===== src/rtl/alu_issue.sv =====
// In-order issue stage: command FIFO -> issue register -> result register around an external ALU; result valid 2 edges after accept.
// Backpressure: res_ready low holds the result, then the issue register, then fills the FIFO until cmd_ready drops (no pop credit).

// Generic synchronous FIFO; head is read combinationally, pointers wrap modulo DEPTH.
module alu_issue_fifo #(
   parameter int W     = 8,
   parameter int DEPTH = 4
) (
   input  logic                   clk,
   input  logic                   rst_n,
   input  logic                   push,
   input  logic [W-1:0]           push_dat,
   input  logic                   pop,
   output logic [W-1:0]           pop_dat,
   output logic [$clog2(DEPTH):0] count,
   output logic                   full,
   output logic                   empty
);
   localparam int AW = $clog2(DEPTH);
   localparam logic [AW:0] FULL_CNT = DEPTH[AW:0];

   logic [W-1:0]  mem [DEPTH];
   logic [AW-1:0] wptr;
   logic [AW-1:0] rptr;

   assign full    = (count == FULL_CNT);
   assign empty   = (count == '0);
   assign pop_dat = mem[rptr];

   always_ff @(posedge clk) begin
      if (push) mem[wptr] <= push_dat;
   end

   always_ff @(posedge clk) begin
      if (!rst_n) begin
         wptr  <= '0;
         rptr  <= '0;
         count <= '0;
      end else begin
         if (push) wptr <= wptr + 1'b1;
         if (pop)  rptr <= rptr + 1'b1;
         case ({push, pop})
            2'b10:   count <= count + 1'b1;
            2'b01:   count <= count - 1'b1;
            default: count <= count;
         endcase
      end
   end
endmodule

module alu_issue #(
   parameter int LEN   = 32,
   parameter int DEPTH = 4
) (
   input  logic                   clk,
   input  logic                   rst_n,
   input  logic                   cmd_valid,
   output logic                   cmd_ready,
   input  logic [3:0]             cmd_op,
   input  logic [LEN-1:0]         cmd_a,
   input  logic [LEN-1:0]         cmd_b,
   output logic [3:0]             alu_op,
   output logic [LEN-1:0]         alu_a,
   output logic [LEN-1:0]         alu_b,
   input  logic [LEN-1:0]         alu_result,
   input  logic                   alu_carry,
   input  logic                   alu_zero,
   input  logic                   alu_overflow,
   output logic                   res_valid,
   input  logic                   res_ready,
   output logic [LEN-1:0]         res_data,
   output logic [2:0]             res_flags,
   output logic                   res_err,
   output logic [$clog2(DEPTH):0] fifo_count
);
   typedef struct packed {
      logic [3:0]     op;
      logic [LEN-1:0] a;
      logic [LEN-1:0] b;
   } cmd_t;

   cmd_t push_cmd;
   cmd_t head_cmd;
   cmd_t iss_cmd;
   logic iss_valid;
   logic full;
   logic empty;
   logic push;
   logic pop;
   logic adv;

   assign push_cmd  = {cmd_op, cmd_a, cmd_b};
   assign cmd_ready = !full;
   assign push      = cmd_valid && cmd_ready;
   assign adv       = iss_valid && (!res_valid || res_ready);
   assign pop       = !empty && (!iss_valid || adv);

   alu_issue_fifo #(
      .W     ($bits(cmd_t)),
      .DEPTH (DEPTH)
   ) u_fifo (
      .clk      (clk),
      .rst_n    (rst_n),
      .push     (push),
      .push_dat (push_cmd),
      .pop      (pop),
      .pop_dat  (head_cmd),
      .count    (fifo_count),
      .full     (full),
      .empty    (empty)
   );

   always_ff @(posedge clk) begin
      if (!rst_n) begin
         iss_valid <= 1'b0;
         iss_cmd   <= '0;
      end else if (pop) begin
         iss_valid <= 1'b1;
         iss_cmd   <= head_cmd;
      end else if (adv) begin
         iss_valid <= 1'b0;
      end
   end

   assign alu_op = iss_cmd.op;
   assign alu_a  = iss_cmd.a;
   assign alu_b  = iss_cmd.b;

   // Illegal opcodes (op[3]=1) discard whatever the ALU produced.
   always_ff @(posedge clk) begin
      if (!rst_n) begin
         res_valid <= 1'b0;
         res_data  <= '0;
         res_flags <= '0;
         res_err   <= 1'b0;
      end else if (adv) begin
         res_valid <= 1'b1;
         res_err   <= iss_cmd.op[3];
         if (iss_cmd.op[3]) begin
            res_data  <= '0;
            res_flags <= '0;
         end else begin
            res_data  <= alu_result;
            res_flags <= {alu_carry, alu_zero, alu_overflow};
         end
      end else if (res_valid && res_ready) begin
         res_valid <= 1'b0;
      end
   end
endmodule


===== config.mk =====
export PLATFORM = sky130hd
export DESIGN_NAME = alu_issue
export DESIGN_NICKNAME = d
export VERILOG_FILES = /design/src/rtl/alu_issue.sv
export SDC_FILE = /design/constraint.sdc
export NUM_CORES = 1
export LEC_CHECK = 0
export ABC_AREA = 1
export CAP_MARGIN = 10
export CORE_MARGIN = 8
export CORE_UTILIZATION = 50
export CTS_CLUSTER_DIAMETER = 40
export CTS_CLUSTER_SIZE = 30
export DETAILED_ROUTE_END_ITERATION = 10
export PLACE_DENSITY = 0.78
export SKIP_LAST_GASP = 1
export SLEW_MARGIN = 20
export SYNTH_ARGS = -nofsm -noshare
export SYNTH_HDL_FRONTEND = slang
export SYNTH_SLANG_ARGS = --single-unit

===== constraint.sdc =====
create_clock -name clk -period 4.64 [get_ports clk]
set_input_delay 0.928 -clock clk [delete_from_list [all_inputs] [get_ports clk]]
set_output_delay 0.928 -clock clk [all_outputs]
set_load 0.01 [all_outputs]

# Yosys cells after proc, flatten, opt, wreduce, memory -nomap -nowiden
# Memories as Yosys holds them, arrays and structs flattened. A register that Yosys moved wholly into a read port is not among the register bits.
# Index checks and enable logic that the tools add are counted.
[word_totals] register_bits=45 latch_bits=0 ramBits=272 rom_bits=0 out_inout_bits=109 elab_cells=40 mem_count=1
[mem_list] memory="u_fifo.mem" depth=4 word_bits=68 rd=1 rd_clocked_by_memory_dff=1 write_ports=1 line="22" text="logic [W-1:0] mem [DEPTH];"
[classes] n_addsub=4 multipliers=0 div_mod_pow=0 magnitude_cmp=0 n_eq_ne=3 n_shift=0 mux=9 bitwise=0 reduce_logical=15
[ops] cell="32-bit 2-to-1 mux" count=1
[ops] cell="1-bit 2-to-1 mux" count=6
[ops] cell="3-bit one-hot mux with 2 select lines" count=1
[ops] cell="2-bit nonzero test" count=3
[ops] cell="1-bit logical NOT" count=5
[ops] cell="2-bit by 1-bit adder with 2-bit output (second input constant)" count=2
[ops] cell="1-bit logical AND" count=4
[ops] cell="3-bit by 1-bit adder with 3-bit output (second input constant)" count=1
[ops] cell="3-bit == test (second input constant)" count=1
[ops] cell="3-bit logical NOT" count=1
[ops] cell="3-bit 2-to-1 mux" count=1
[ops] cell="3-bit by 1-bit subtractor with 3-bit output (second input constant)" count=1
[ops] cell="2-bit by 1-bit == test with 1-bit output (second input constant)" count=1
[ops] cell="2-bit == test (second input constant)" count=1
[ops] cell="1-bit logical OR" count=2

# Logic depth before layout (Yosys ltp)
# Gate-level depths: netlist (run 1).
[logic_depth] depth_word=7 ltp_mapped=12 depth_no_buf=11

# Cells and area by module
# From an unflattened synthesis (run 1), not the netlist that was laid out.
[hier_totals] hier_cells=1443 hier_area_um2=15351.0
[by_module_without_submodules] module="alu_issue_fifo" instances=1 cells_each=714 area_each_um2=10500.1 seq_area_each_um2=8348.0
[by_module_without_submodules] module="alu_issue" instances=1 cells_each=729 area_each_um2=4850.9 seq_area_each_um2=2122.0

# Worst setup path after synthesis (run 1)
# No wires, ideal clock.
[synth_timing] path_kind="input port to flip-flop" from="input port cmd_valid" to="memory u_fifo.mem[0][0] (netlist bit) (enable)" setup_time_ns=0.495 arrival_ns=3.923 setup_slack_ns=0.223 stages=2 path_cell_list="nand2_1 nor2_1"
[synth_between] elab_chain_len=3
[synth_lines] item="from (decl)" line="57" text="input logic cmd_valid,"
[synth_lines] item="1-bit logical AND" line="94" text="assign push = cmd_valid && cmd_ready;"
[synth_lines] item="1-bit 2-to-1 mux" line="31" text="if (push) mem[wptr] <= push_dat;"
[synth_lines] item="1-bit 2-to-1 mux (not written as such)" line="31"
[synth_lines] item="to (decl)" line="22"
# Every way passes these cells.

# Final worst setup path (run 1)
[layout_timing] from="input port res_ready" to="register u_fifo.count[2]"
[layout_between] elab_chain_len=6
[layout_lines] item="from (decl)" line="70" text="input logic res_ready,"
[layout_lines] item="1-bit logical OR (*)" line="95" text="assign adv = iss_valid && (!res_valid || res_ready);"
[layout_lines] item="1-bit logical AND (*)" line="95"
[layout_lines] item="1-bit logical OR (*)" line="96" text="assign pop = !empty && (!iss_valid || adv);"
[layout_lines] item="1-bit logical AND (*)" line="96"
[layout_lines] item="net pop" line="89" text="logic pop;"
[layout_lines] item="2-bit by 1-bit == test with 1-bit output or 2-bit == test (tied branches)" line="42" text="case ({push, pop})"
[layout_lines] item="3-bit one-hot mux with 2 select lines or 2-bit nonzero test (tied branches)"
[layout_lines] item="to (signal assigned)" line="43" text="2'b10: count <= count + 1'b1;"
[layout_lines] item="to (signal assigned)" line="44" text="2'b01: count <= count - 1'b1;"
[layout_lines] item="to (signal assigned)" line="45" text="default: count <= count;"
[layout_lines] item="to (decl)" line="15" text="output logic [$clog2(DEPTH):0] count,"
# The timed path passes the listed nets; every way through them passes the cells marked *.
# A chain may end at the register's enable or synchronous reset.

==> flow_summary.json, run 1 <==
{
  "status": "completed",
  "power_mw": 12.37,
  "htree_num_levels": 2,
  "io_buffers": 215,
  "cp_num_buf_inv": 3,
  "yosys.cell_types.count": 22,
  "synth_xor_area_frac": 0.0005484,
  "dr.pass1.iters": 5,
  "start_util": 0.5075,
  "holdCritPathClass": "reg2reg",
  "cp-start-kind": "primary input",
  "worst_path_largest_cell_delay_ns": 0.55,
  "fin_tns_setup_ns": 0,
  "crit_fanout": 62,
  "antenna_found_initial": 4,
  "ios": 216,
  "clock_skew_ns": 0.01890,
  "ant_nets": 0,
  "avgSynthCellArea_um2": 9.243,
  "overflow": 0,
  "whs_path_depth": 2,
  "endpoint_kind": "register",
  "syn_nets": 1841,
  "grt_usage": 0.1907,
  "fin_hold_ws_ns": 0.4778,
  "fmax_ghz": 0.3475,
  "grt_max_degree": 100,
  "syn_inst": 1728,
  "clk_pin_slew_ns": 0.06,
  "first_iter_violations": 750,
  "critPathTopFamily": "simple AND/OR/NAND/NOR gates",
  "regToRegSetupSlack_ns": 1.90,
  "hp-start": "res_err",
  "synth_seq_cells": 385,
  "dp_hpwl_um": 22130,
  "fin_util": 0.6344,
  "rsz0062_at_grt": "no",
  "fp.coreArea_um2": 31470,
  "post-route-min-period_ns": 2.878,
  "tritoncts": "built",
  "root_buffer": "clkbuf_16",
  "cts_resized": 0,
  "synth_top_family_by_area": "simple AND/OR/NAND/NOR gates",
  "r2r-start": "iss_valid",
  "r2r_cells": 10,
  "die_x_um": 194.7,
  "layout.cells.non_filler": 2365,
  "pwr_density_cell_nw_per_um2": 619.3,
  "cts_buffers": 47,
  "fin_nets": 2036,
  "worstPathRequired_ns": 5.06,
  "setup-violations-final": 0,
  "die-area_um2": 37920,
  "cts_setup_buffers": 0,
  "place_congestion": 0.7622,
  "fp-row-count": 65,
  "cp_cell_sequence": "clkdlybuf4s50_1, inv_1, nand3_1, nand2_4, inv_1, ha_1, fa_1, nand2_1, nand3_1, o21ai_0, nor2_1",
  "finalCritPeriodShare": 0.6202,
  "synthAdderAreaFrac": 0.005170,
  "hold_viol": 0,
  "postCtsHoldBufs": 0,
  "tightest_slew_ns": 1.096,
  "slew_viol_final": 0,
  "clockBufferDepth": 3,
  "drive_gt1_frac": 0.05507,
  "syn_area_um2": 15970,
  "slew_headroom": 0.2691,
  "crit_type": "in2reg",
  "die_h_um": 194.7,
  "place_ws_ns": 1.186,
  "ys_warn_count": 0,
  "num_vias": 11500,
  "placed_cells": 2276,
  "drc": 0,
  "wl_per_cell_um": 15.58,
  "stdcell_area_um2": 19970,
  "worst_hold_path.endpoint": "res_err",
  "placed_cell_area_um2": 18370,
  "layout_setup_ws_ns": 1.762,
  "viasPerCell": 4.860,
  "worst_ep_arrival_time_ns": 3.30,
  "synthSimpleGateAreaFrac": 0.2057,
  "muxShareOfSynthArea": 0,
  "reg2reg_to": "u_fifo.count[2]",
  "cp_slowest_cell": "nand2_4",
  "clkSinkCount": 385,
  "cap_violations": 0,
  "grt_pass1_vias": 11650,
  "max-vdd-ir-drop_v": 0.0004063,
  "area_delta_synth_final_pct": 25.01,
  "synth_compound_area_frac": 0.02515,
  "wirelength_um": 36850,
  "p_leak_nw": 8.827,
  "grt_pass1_wl_um": 58870,
  "worstSkewPairLatency_ns": 0.54,
  "yosysSeqAreaShare": 0.6530
}
==> worst reg2reg max path, stage by stage, from the launching register on <==
cell and delay (ns):
dfxtp_1 0.30, buf_4 0.35, nand3_1 0.24, nand2_4 0.55, inv_1 0.17, ha_1 0.25, fa_1 0.39, nand2_1 0.09
nand3_1 0.07, o21ai_0 0.14, nor2_1 0.06
==> logic make-up (layout without fill, tap and decap cells) <==
family,after synthesis,count (layout)
simple gates,815,815
buf+inv,441,674
flops,385,385
compound gates,80,80
fa+ha+maj,6,6
xor+xnor,1,1
other cells,0,2
==> state kept, by name, indices dropped and copies added (netlist names), 2 cells and up <==
name          flops
u_fifo.mem      272
u_fifo.rptr       2
res_data         32
res_flags         3
alu_a            32
alu_b            32
u_fifo.count      3
u_fifo.wptr       2
alu_op            4
==> how the worst max path moves through the flow <==
| stage | start | to | cells after the start |
|---|---|---|---|
| 6_report | res_ready | u_fifo.count[2] | 11 |
| 5_1_grt | res_ready | u_fifo.count[2] | 11 |
| 4_1_cts | res_ready | u_fifo.count[2] | 11 |
| 3_5_place_dp | res_ready | u_fifo.count[2] | 11 |
| 3_3_place_gp | res_ready | u_fifo.count[2] | 11 |
| 2_1_floorplan | cmd_valid | u_fifo.mem[0][0] | 2 |
==> layer usage <==
layer / up-vias / share of wire / track usage / wire length [µm]
met5: - / 0.00073 / 0 / 27
met4: 4 / 0.021 / 0.05856 / 772
met3: 59 / 0.064 / 0.04042 / 2375
met2: 313 / 0.50 / 0.3408 / 18390
met1: 5378 / 0.41 / 0.2273 / 15280
li1: 5741 / - / - / -
==> synth_stat cells, drive strengths merged <==
master	count	area, µm²
dfxtp	113	2262
nand3	142	710.7
ha	5	62.56
buf	64	347.8
edfxtp	272	8168
a31oi	1	6.260
nor3	35	175.2
nor2	147	551.8
nand2	491	1848
a21oi	76	380.4
o21ai	3	15.01
clkinv	2	7.510
clkbuf	22	82.58
inv	353	1325
xor2	1	8.760
fa	1	20.02
==> report_power, final <==
part	internal (mW)	total [mW]	switching [mW]	leakage, nW
logic	1.58	4.10	2.52	4.61
registers	4.29	4.66	0.369	3.43
clock network	2.18	3.61	1.43	0.782
==> layout make-up <==
class,count,area (µm²)
Fill cell,2455,11510
Sequential cell,385,10440
Multi-Input combinational cell,902,3814
Timing Repair Buffer,232,2277
Inverter,355,1335
Clock buffer,59,1325
Tap cell,402,503.0
Clock inverter,28,270.3
Antenna cell,2,5.005
==> placed cells by master, fill, tap and decap left out, types with 5 or more instances in the layout <==
cell type	instances
nand2_1	489
inv_1	351
edfxtp_1	272
clkdlybuf4s50_1	214
nor2_1	143
nand3_1	142
dfxtp_1	111
a21oi_1	76
clkbuf_16	50
nor3_1	35
buf_4	18
clkinv_4	7
inv_6	6
clkinv_2	6
ha_1	5
clkbuf_1	5
Power figures use the tool's default switching activity.
==> run 2, diff against run 1 <==
CORE_UTILIZATION = 55   (was 50)
PLACE_DENSITY = 0.81   (was 0.78)
clock period = 2.8 ns   (was 4.64 ns; I/O delays follow)
==> run 2 against run 1 <==
Compared with the run above: final area grew 0.40%; via count is 1.2% higher; wire length down 0.33%; clock power rose by 63%; combinational power grew 74%; register-to-register slack got worse by 1.0 ns; critical path depth shrank 8; hold slack got worse by 0.0080 ns; critical path type is now reg2out; critical endpoint is now cmd_ready; largest cell class unchanged; largest power group unchanged; highest routed layer unchanged.
==> flow_summary.json, run 2 (synthesis gave the netlist of run 1 again) <==
{
  "status": "completed",
  "wirelength_um": 36730,
  "dr.pass1.iters": 5,
  "largest_reg_flops": 272,
  "crit_type": "reg2out",
  "cts_setup_buffers": 0,
  "power.switching_mw": 7.265,
  "worst_path_largest_cell_delay_ns": 0.58,
  "fin_nets": 2040,
  "cp_slowest_cell": "clkdlybuf4s50_1",
  "cap_violations": 0,
  "clkSinkCount": 385,
  "clkPwrFrac": 0.287,
  "postCtsHoldBufs": 0,
  "antenna_found_initial": 6,
  "dp_hpwl_um": 21790,
  "switching_share": 0.3536,
  "setup-violations-final": 0,
  "fp-row-count": 62,
  "cp-start-kind": "register",
  "layout_setup_ws_ns": 0.4672,
  "slew_viol_final": 0,
  "finalCritPeriodShare": 0.8332,
  "htree_num_levels": 2,
  "place_congestion": 0.7811,
  "placed_cell_area_um2": 18500,
  "grt_max_degree": 140,
  "slew_headroom": 0.4091,
  "drc": 0,
  "fmax_ghz": 0.4287,
  "place_ws_ns": 0.2998,
  "hold_viol": 0,
  "regMostFlops": "u_fifo.mem",
  "start_util": 0.5580,
  "grt_pass1_vias": 11820,
  "pwr_density_cell_nw_per_um2": 1025,
  "p_int_mw": 13.28,
  "die_x_um": 186.4,
  "fin_util": 0.7003,
  "rsz0062_at_grt": "no",
  "ant_nets": 0,
  "final_cell_mix": "nand2_1, inv_1, edfxtp_1",
  "clockBufferDepth": 3,
  "cp_cell_sequence": "nor2_1, nand2_1, clkdlybuf4s50_1",
  "final_common_cell": "nand2_1",
  "p_leak_nw": 8.842,
  "wl_per_cell_um": 15.61,
  "root_buffer": "clkbuf_16",
  "cts_resized": 0,
  "stdcell_area_um2": 20050,
  "die-area_um2": 34750,
  "crit_fanout": 4,
  "grt_pass1_wl_um": 59450,
  "pwr-share-seq": 0.366,
  "worstPathRequired_ns": 2.24,
  "clk_pin_slew_ns": 0.06,
  "tritoncts": "built",
  "endpoint_kind": "output pin",
  "holdCritPathClass": "reg2reg",
  "die_h_um": 186.4,
  "num_vias": 11640,
  "power_mw": 20.55,
  "ios": 216,
  "tightest_slew_ns": 0.8863,
  "cts_buffers": 45,
  "post-route-min-period_ns": 2.333,
  "pwr-share-comb": 0.347,
  "drive_gt1_frac": 0.05703,
  "area_delta_synth_final_pct": 25.51,
  "worst_ep_arrival_time_ns": 1.77,
  "fp.coreArea_um2": 28630,
  "fin_tns_setup_ns": 0,
  "worstSkewPairLatency_ns": 0.55,
  "grt_usage": 0.2077,
  "first_iter_violations": 778,
  "viasPerCell": 4.946,
  "max-vdd-ir-drop_v": 0.001120,
  "overflow": 0,
  "clock_skew_ns": 0.02253,
  "io_buffers": 215
}
-- run 2: cell count changes in the layout (fill, tap and decap cells not counted), moves of 2 or more --
cell        before  now
clkinv_2         6    3
buf_12           0    9
clkinv_4         7    4
clkbuf_16       50   45
bufinv_16        2    4
buf_4           18   14
clkbuf_8         4    0
clkinvlp_4       2    6
inv_6            6    9
diode_2          2    5
inv_8            1    5
-- run 2: final timing paths --
kind / from / to / slack, ns / cells after the start
min: res_err / res_err / 0.47 / 2
max reg2reg: u_fifo.count[0] / u_fifo.count[2] / 0.85 / 10
max: u_fifo.count[0] / cmd_ready / 0.47 / 3
min reg2reg: res_err / res_err / 0.47 / 2
-- run 2: per-stage QoR --
step / hold WS [ns] / instances
2_1_floorplan: 0.4742 / 1728
6_report: 0.4698 / 2353
4_1_cts: 0.4721 / 2348
5_1_grt: 0.4993 / 2353
3_3_place_gp: 0.4478 / 2264
3_5_place_dp: 0.4636 / 2264
-- run 2: metal layers --
layer / vias to the layer above / share of wire / GRT usage
li1: 5761 / - / -
met1: 5406 / 0.40 / 0.2444
met2: 378 / 0.50 / 0.3650
met3: 90 / 0.061 / 0.03878
met4: 2 / 0.037 / 0.09360
met5: - / 0.00035 / 0
-- run 2: layout make-up --
| class | instances | area (µm²) |
|---|---|---|
| flip-flops and latches | 385 | 10440 |
| clock inverters | 34 | 390.4 |
| repair buffers | 238 | 2432 |
| well taps | 384 | 480.5 |
| clock buffers | 50 | 1145 |
| fillers | 2004 | 8578 |
| multi-input cells | 902 | 3814 |
| inverters | 355 | 1335 |
| diodes | 5 | 12.51 |
-- run 2: critical path: cells and delay by family, from the launching register on --
family,cells,cell delay [ns]
buffers and inverters,1,0.58
flip-flops,1,0.41
AND/OR/NAND/NOR,2,0.23
-- run 2: power by group through the flow --
stage / registers [mW] / logic (mW) / clock network, mW
6_report: 7.52 / 7.12 / 5.90
5_1_grt: 7.63 / 7.99 / 6.21
4_1_cts: 7.53 / 7.19 / 6.01
3_5_place_dp: 7.64 / 7.09 / 0
3_3_place_gp: 7.59 / 6.90 / 0
2_1_floorplan: 7.84 / 4.38 / 0
==> run 3, diff against run 2 <==
clock period = 2.2 ns   (was 2.8 ns; I/O delays follow)
==> run 3 against run 2 <==
Compared with the run above: first-iteration DRC count down 10%; combinational power rose by 31%; sequential share of layout area fell by 0.39 points; clock-buffer cell count rose by 5; sequential cell count unchanged; sequential power increased by 27%; via count up 0.30%; critical path type unchanged; non-clock buffer count grew 12.
==> flow_summary.json, run 3 (synthesis gave the netlist of run 1 again) <==
{
  "drc": 0,
  "regMostFlops": "u_fifo.mem",
  "cp-start-kind": "register",
  "multiInputGateArea_um2": 3824,
  "tightest_slew_ns": 0.6442,
  "clock_skew_ns": 0.01821,
  "grt_usage": 0.2110,
  "cp_slowest_cell": "clkdlybuf4s50_1",
  "largest_reg_flops": 272,
  "cp_cell_sequence": "clkdlybuf4s50_1",
  "dr.pass1.iters": 5,
  "num_vias": 11670,
  "overflow": 0,
  "fin_hold_ws_ns": 0.4400,
  "tritoncts": "built",
  "clk_pin_slew_ns": 0.06,
  "worst_ep_arrival_time_ns": 1.52,
  "final_common_cell": "nand2_1",
  "clkSinkCount": 385,
  "finalCritPeriodShare": 0.8896,
  "slew_viol_final": 0,
  "fp-row-count": 62,
  "hold_viol": 0,
  "dp_hpwl_um": 22620,
  "grt_pass1_vias": 11840,
  "cts_buffers": 45,
  "wl_per_cell_um": 15.77,
  "cap_violations": 0,
  "fin_tns_setup_ns": 0,
  "regArea_um2": 10440,
  "holdCritPathClass": "in2reg",
  "final_cell_mix": "nand2_1, inv_1, edfxtp_1",
  "rsz0062_at_grt": "no",
  "fin_nets": 2052,
  "worstPathRequired_ns": 1.76,
  "cp_num_buf_inv": 1,
  "ant_nets": 0,
  "io_buffers": 215,
  "viasPerCell": 4.942,
  "worstSkewPairLatency_ns": 0.55,
  "ios": 216,
  "wirelength_um": 37250,
  "critPathTopFamily": "buffers and inverters",
  "grt_max_degree": 139,
  "setup-violations-final": 0,
  "postCtsHoldBufs": 0,
  "power_mw": 26.28,
  "grt_pass1_wl_um": 59680,
  "p_leak_nw": 8.920,
  "start_util": 0.5580,
  "place_congestion": 0.7755,
  "endpoint_kind": "output pin",
  "die_x_um": 186.4,
  "die-area_um2": 34750,
  "drive_gt1_frac": 0.06377,
  "fmax_ghz": 0.5109,
  "status": "completed",
  "slew_headroom": 0.5705,
  "post-route-min-period_ns": 1.957,
  "fp.coreArea_um2": 28630,
  "root_buffer": "clkbuf_16",
  "die_h_um": 186.4,
  "crit_fanout": 4,
  "worst_path_largest_cell_delay_ns": 0.59,
  "first_iter_violations": 700,
  "area_delta_synth_final_pct": 26.46,
  "fill_cells": 1977,
  "pwr_density_cell_nw_per_um2": 1301,
  "antenna_found_initial": 4,
  "clockBufferDepth": 3,
  "htree_num_levels": 2,
  "crit_type": "reg2out",
  "max-vdd-ir-drop_v": 0.001162
}
==> run 3: cell types whose count changed in the layout (fill, tap and decap cells not counted), moves of 3 or more <==
cell	delta
buf_12	+5
buf_4	+7
bufinv_16	-3
clkinv_8	+3
dfxtp_2	+3
diode_2	-3
inv_6	-3
inv_8	+3
==> run 3: what timing repair did <==
action                                  4_1_cts  5_1_grt
gates resized for setup                       0        1
setup buffers                                 0        0
endpoints found under the setup margin        0        1
==> run 3: report_power, final <==
group	internal, mW	switching, mW	leakage (nW)	total, mW
logic	3.67	5.65	4.75	9.32
clock network	4.21	3.18	0.735	7.39
registers	9.04	0.526	3.43	9.56
==> run 3: stage by stage <==
stage,setup WS (ns),utilization,std cells,cell area (µm²)
final,0.2428,0.7056,2362,20200
after global routing,0.1732,0.7056,2362,20200
after CTS,0.01878,0.7053,2360,20190
after detailed placement,-0.08237,0.6519,2276,18660
after global placement,-0.06679,0.6519,2276,18660
after floorplan,0.04187,-,1728,16010
==> run 3: layer usage <==
layer	vias to the layer above	global-route usage	wire (µm)
met5	-	0	26
met4	4	0.08651	1070
met3	88	0.04400	2409
met2	369	0.3800	19150
met1	5436	0.2407	14600
li1	5775	-	-
==> run 3: worst paths after layout <==
kind,to,cells after the start,start,slack (ns)
min,alu_a[19],4,rst_n,0.44
min reg2reg,res_err,2,res_err,0.47
max,fifo_count[2],1,u_fifo.count[2],0.24
max reg2reg,u_fifo.count[2],10,u_fifo.count[0],0.33
==> run 3: area by class of cell <==
class,instances,area share
Tap cell,384,0.02379
Timing Repair Buffer,250,0.1281
Inverter,355,0.06610
Multi-Input combinational cell,902,0.1893
Clock inverter,29,0.01598
Antenna cell,2,0.0002478
Clock buffer,55,0.05966
Sequential cell,385,0.5168
